## config.mk

```make
export PLATFORM = sky130hd
export DESIGN_NAME = child_dispatch_seq
export DESIGN_NICKNAME = d
export VERILOG_FILES = /design/src/rtl/child_dispatch_seq.sv
export SDC_FILE = /design/constraint.sdc
export NUM_CORES = 1
export LEC_CHECK = 0
export CAP_MARGIN = 20
export CORE_MARGIN = 5
export CORE_UTILIZATION = 49
export DETAILED_ROUTE_END_ITERATION = 7
export PLACE_DENSITY = 0.74
export SLEW_MARGIN = 10
export SYNTH_ARGS = -nofsm -noshare
export SYNTH_HDL_FRONTEND = slang
export SYNTH_SLANG_ARGS = --single-unit
```

## constraint.sdc

```tcl
create_clock -name clk -period 2.4 [get_ports clk]
set_clock_uncertainty 0.05 [all_clocks]
set_input_delay 0.36 -clock clk [delete_from_list [all_inputs] [get_ports clk]]
set_output_delay 0.36 -clock clk [all_outputs]
set_load 0.02 [all_outputs]
```

## src/rtl/child_dispatch_seq.sv

```systemverilog
// Child dispatcher: launches enabled child blocks sequentially or in parallel from one
// start request, collects their completion and reports done/timeout upward.
module child_dispatch_seq #(
    parameter int NUM_CHILD = 5,
    parameter int TIMEOUT_W = 8,
    parameter int ID_W      = (NUM_CHILD > 1) ? $clog2(NUM_CHILD) : 1
) (
    input  logic                 clk,
    input  logic                 rst,
    input  logic                 start_i,
    input  logic                 mode_i,
    input  logic [NUM_CHILD-1:0] en_mask_i,
    input  logic [TIMEOUT_W-1:0] timeout_i,
    output logic [NUM_CHILD-1:0] child_start_o,
    input  logic [NUM_CHILD-1:0] child_done_i,
    output logic                 busy_o,
    output logic                 done_o,
    output logic                 error_o,
    output logic [ID_W-1:0]      err_child_o,
    output logic [NUM_CHILD-1:0] done_mask_o,
    output logic [1:0]           dbg_state
);

    // Handshake: start_i is a request taken only when busy_o is low (IDLE); it is
    // dropped silently otherwise. done_o pulses once per accepted request, and
    // error_o/err_child_o/done_mask_o stay valid from that pulse until the next accept.
    typedef enum logic [1:0] {
        S_IDLE   = 2'd0,
        S_LAUNCH = 2'd1,
        S_WAIT   = 2'd2,
        S_FINISH = 2'd3
    } state_t;

    state_t                 state_q, state_d;
    logic [NUM_CHILD-1:0]   pending_q, pending_d;
    logic [NUM_CHILD-1:0]   done_mask_d;
    logic [NUM_CHILD-1:0]   start_d;
    logic                   mode_q, mode_d;
    logic [TIMEOUT_W-1:0]   timeout_q, timeout_d;
    logic [TIMEOUT_W-1:0]   cnt_q, cnt_d;
    logic [ID_W-1:0]        cur_q, cur_d;
    logic                   error_d;
    logic [ID_W-1:0]        err_child_d;
    logic                   hit_seq;
    logic                   hit_par;
    logic                   timed_out;

    function automatic logic [ID_W-1:0] lowest_idx(input logic [NUM_CHILD-1:0] v);
        lowest_idx = '0;
        for (int i = NUM_CHILD - 1; i >= 0; i--) begin
            if (v[i]) lowest_idx = ID_W'(i);
        end
    endfunction

    assign hit_seq   = child_done_i[cur_q];
    assign hit_par   = |(child_done_i & pending_q);
    assign timed_out = (timeout_q != '0) && (cnt_q == timeout_q - TIMEOUT_W'(1));
    assign dbg_state = state_q;

    always_comb begin
        state_d     = state_q;
        pending_d   = pending_q;
        done_mask_d = done_mask_o;
        mode_d      = mode_q;
        timeout_d   = timeout_q;
        cnt_d       = cnt_q;
        cur_d       = cur_q;
        error_d     = error_o;
        err_child_d = err_child_o;
        start_d     = '0;

        case (state_q)
            S_IDLE: begin
                if (start_i) begin
                    pending_d   = en_mask_i;
                    mode_d      = mode_i;
                    timeout_d   = timeout_i;
                    done_mask_d = '0;
                    error_d     = 1'b0;
                    err_child_d = '0;
                    state_d     = (en_mask_i != '0) ? S_LAUNCH : S_FINISH;
                end
            end
            S_LAUNCH: begin
                cnt_d   = '0;
                state_d = S_WAIT;
            end
            S_WAIT: begin
                if (!mode_q && hit_seq) begin
                    done_mask_d[cur_q] = 1'b1;
                    pending_d[cur_q]   = 1'b0;
                    state_d            = (pending_d == '0) ? S_FINISH : S_LAUNCH;
                end else if (mode_q && hit_par) begin
                    done_mask_d = done_mask_o | (child_done_i & pending_q);
                    pending_d   = pending_q & ~child_done_i;
                    if (pending_d == '0) state_d = S_FINISH;
                end else if (timed_out) begin
                    // Completion has priority, so this branch only fires on a silent cycle.
                    error_d     = 1'b1;
                    err_child_d = mode_q ? lowest_idx(pending_q) : cur_q;
                    state_d     = S_FINISH;
                end else if (cnt_q != {TIMEOUT_W{1'b1}}) begin
                    cnt_d = cnt_q + TIMEOUT_W'(1);
                end
            end
            S_FINISH: begin
                state_d = S_IDLE;
            end
            default: begin
                state_d = S_IDLE;
            end
        endcase

        // Start pulses are registered so they line up exactly with the LAUNCH state.
        if (state_d == S_LAUNCH) begin
            cur_d   = lowest_idx(pending_d);
            start_d = mode_d ? pending_d : (pending_d & (~pending_d + NUM_CHILD'(1)));
        end
    end

    always_ff @(posedge clk or posedge rst) begin
        if (rst) begin
            state_q       <= S_IDLE;
            pending_q     <= '0;
            mode_q        <= 1'b0;
            timeout_q     <= '0;
            cnt_q         <= '0;
            cur_q         <= '0;
            child_start_o <= '0;
            busy_o        <= 1'b0;
            done_o        <= 1'b0;
            error_o       <= 1'b0;
            err_child_o   <= '0;
            done_mask_o   <= '0;
        end else begin
            state_q       <= state_d;
            pending_q     <= pending_d;
            mode_q        <= mode_d;
            timeout_q     <= timeout_d;
            cnt_q         <= cnt_d;
            cur_q         <= cur_d;
            child_start_o <= start_d;
            busy_o        <= (state_d != S_IDLE);
            done_o        <= (state_d == S_FINISH);
            error_o       <= error_d;
            err_child_o   <= err_child_d;
            done_mask_o   <= done_mask_d;
        end
    end

endmodule

```

==> impl_metrics.yaml <==
status:
  run_status: "finished clean"
clock_tree:
  number_of_buffers_inserted_to_repair_setup_after_cts: 0
  cts_tree: "yes"
  clock_sinks: 43
  ctsRootBufferMaster: "clkbuf_8"
  clk_slew_on_worst_s_h_paths_ns: 0.08
  cts_buffers: 5
  clk_path_buf_depth: 2
  cts_htree_levels: 2
  clk-insertion-delay-late_ns: 0.30
setup_path:
  timing.critical_path.to_type: "flop"
  critical_path_required_ns: 2.57
  critical_path.startpoint_type: "flop"
  reg2reg_depth: 8
  critPathMaxFanout: 8
  ff2ff_setup_slack_ns: 0.14
  timing.critical_path.from: "timeout_q[1]"
  crit_arrival_ns: 2.43
  crit_path_end: "cnt_q[6]"
  critical_register_to_register_path_startpoint: "timeout_q[1]"
  regToRegEndpoint: "cnt_q[6]"
  setup.worst_path.class: "flop to flop"
cells_and_area:
  post_route_cells_drive_above_1_share_pct: 14.8
  syn2layout_area_growth_pct: 32.1
  final_cell_count_no_fill: 435
  most-common-layout-cells: "dfrtp_1, nand2_1, clkdlybuf4s50_1"
  postLayoutCoreUtil_pct: 67.3
  final_common_cell: "dfrtp_1"
  nets: 388
  antennaDiodeCount: 0
pwr:
  leakage_nw: 1.53
  sw_share_pct: 42.0
  power_density_nw_per_um2: 1290
  share_clk_of_total_power_pct: 14.6
  pwr-share-comb_pct: 56.9
  power_report.internal_total_mw: 2.61
  switching_pwr_mw: 1.89
  proportion_of_power_drawn_by_flip_flops_and_latches_pct: 28.5
  worst_vdd_drop_v: 0.000904
drt:
  detailedRoute.firstIterationViolations: 178
  average_wire_length_per_cell_after_detail_routing_um: 16.1
  routed_via_count: 2525
  detail_route.wirelength_mm: 7.00
  total_drc_errors_in_the_routed_layout: 0
  detailedRoute.firstPassIterationCount: 4
  route.antenna.remaining_nets: 0
  detail_routed_via_count_per_cell: 5.80
timing:
  max_slew_margin_pct: 56.2
  holdWs_ns: 0.333
  unrepaired_setup_endpoints_after_global_routing: "no"
  worstMarginPinSlew_ns: 0.654
  finalWorstPathRequiredPeriod_ns: 2.26
  min_period_over_period_pct: 94.2
  setup_slack_ns: 0.140
  max_freq_mhz: 443
  hold_violations: 0
  finalSetupViolCount: 0
  final_max_slew_viol_count: 0
yosys:
  instance_count_of_the_mapped_netlist: 300
  synth_warnings: 0
  synth_cell_types: 56
  syn-num-nets: 324
  count_of_flip_flops_with_a_built_in_enable_after_synthesis: 0
  yosysTopAreaCell: "dfrtp_1"
  synth.top_cells.by_area: "dfrtp_1, nand2_1, mux2i_1"
  ys_ff_latch: 43
  yosysSeqAreaShare_pct: 40.9
  ys.flop_type: "dfrtp_1"
  synth_area_um2: 2630
  synth_largest_type_area_fraction_pct: 40.9
  synthesis.area_per_instance_um2: 8.78
  ys_async_sr_fraction_pct: 100
floorplan:
  fp.dieH_um: 83.3
  floorplan.die.width_um: 83.3
  dieArea_um2: 6940
  initial_core_util_pct: 50.9
  fp.coreArea_um2: 5170
  num_rows: 26
  num_io_pins: 40
global_routing:
  grt_max_degree: 20
  grt.overflow.total: 0
  first_global_vias: 2572
  grt_antenna_before_repair: 0
  grt_pass1_wl_mm: 12.0
  grt.total_usage_pct: 21.0
place:
  place.detailed.hpwl_mm: 5.30
  place.detailed.instances: 427
  io_buffers: 39
  gp_congestion: 0.924
  dp_worst_setup_slack_ns: -0.222
min_path:
  hold_class: "primary input to asynchronous set/reset pin"
job:
  maxCapViolations: 0
[timing repair]
action                                  in CTS  in global routing
hold buffers                                 0                  0
endpoints found under the setup margin       0                 11
gates resized for setup                      0                  6
[critical path, cell delays in order (launching register included)]
cell and delay, ns:
dfrtp_1 0.37, inv_1 0.07, ha_1 0.23, and3b_1 0.18, a211oi_1 0.22, o21ai_0 0.12, and4_4 0.26, or4_1 0.50
a21boi_0 0.18
[power groups by stage]
stage / clock (mW) / combinational [mW] / sequential [mW]
4_1_cts: 0.673 / 2.55 / 1.27
3_5_place_dp: 0 / 2.53 / 1.29
6_report: 0.660 / 2.56 / 1.28
5_1_grt: 0.708 / 2.81 / 1.31
3_3_place_gp: 0 / 2.47 / 1.28
2_1_floorplan: 0 / 1.54 / 1.29
[per-layer routing]
metal  share of wire, %  global-route usage, %
met1                 41                   24.8
met2                 52                   37.2
met3                6.0                   4.95
met4                1.4                   7.13
met5                  0                      0
[cell type report]
cell class / instances / area (um2)
multi-input cells: 218 / 1420
clock buffers: 5 / 68.8
flip-flops and latches: 43 / 1080
well taps: 70 / 87.6
repair buffers: 75 / 686
clock inverters: 3 / 67.6
fillers: 428 / 1690
inverters: 21 / 78.8
[metrics by stage]
stage / area, um2 / TNS [ns] / power, mW
detailed placement: 3330 / -2.06 / 3.81
global route: 3480 / 0 / 4.83
global placement: 3330 / -0.813 / 3.75
CTS: 3470 / 0 / 4.49
finish: 3480 / 0 / 4.50
floorplan: 2630 / 0 / 2.83
[worst min path at each step]
stage	from	to	slack (ns)
floorplan	timeout_i[2]	timeout_q[2]	0.42
global placement	done_mask_o[4]	done_mask_o[4]	0.44
detailed placement	done_mask_o[4]	done_mask_o[4]	0.44
CTS	rst	child_start_o[4]	0.34
global route	rst	pending_q[1]	0.36
finish	rst	cnt_q[1]	0.33
[cells in the mapped netlist, types with 4 or more instances]
cell,number
a211oi_1,6
o31ai_1,4
nand3_1,7
nand2b_1,9
nor2b_1,6
dfrtp_1,43
o21ai_0,11
a21oi_1,13
nand4_1,4
nor2_1,14
nand3b_1,5
buf_2,5
mux2i_1,11
o211ai_1,4
nand2_1,40
a31oi_1,10
nor4_1,5
inv_1,21
a21o_1,4
xnor2_1,9
clkbuf_1,12
[kinds of logic after synthesis]
| group | share of synthesized area, % |
|---|---|
| simple gates | 22.5 |
| compound gates | 21.5 |
| flops | 40.9 |
| buf+inv | 5.94 |
| mux | 4.61 |
| xor+xnor | 3.66 |
| fa+ha+maj | 0.950 |
[state kept, by name, indices dropped and copies added, names as in the netlist]
name / flops
cnt_q: 8
done_mask_o: 5
cur_q: 3
mode_q: 1
done_o: 1
busy_o: 1
child_start_o: 5
timeout_q: 8
err_child_o: 3
dbg_state: 2
error_o: 1
pending_q: 5
No activity file was read; power rests on OpenSTA's default activity.
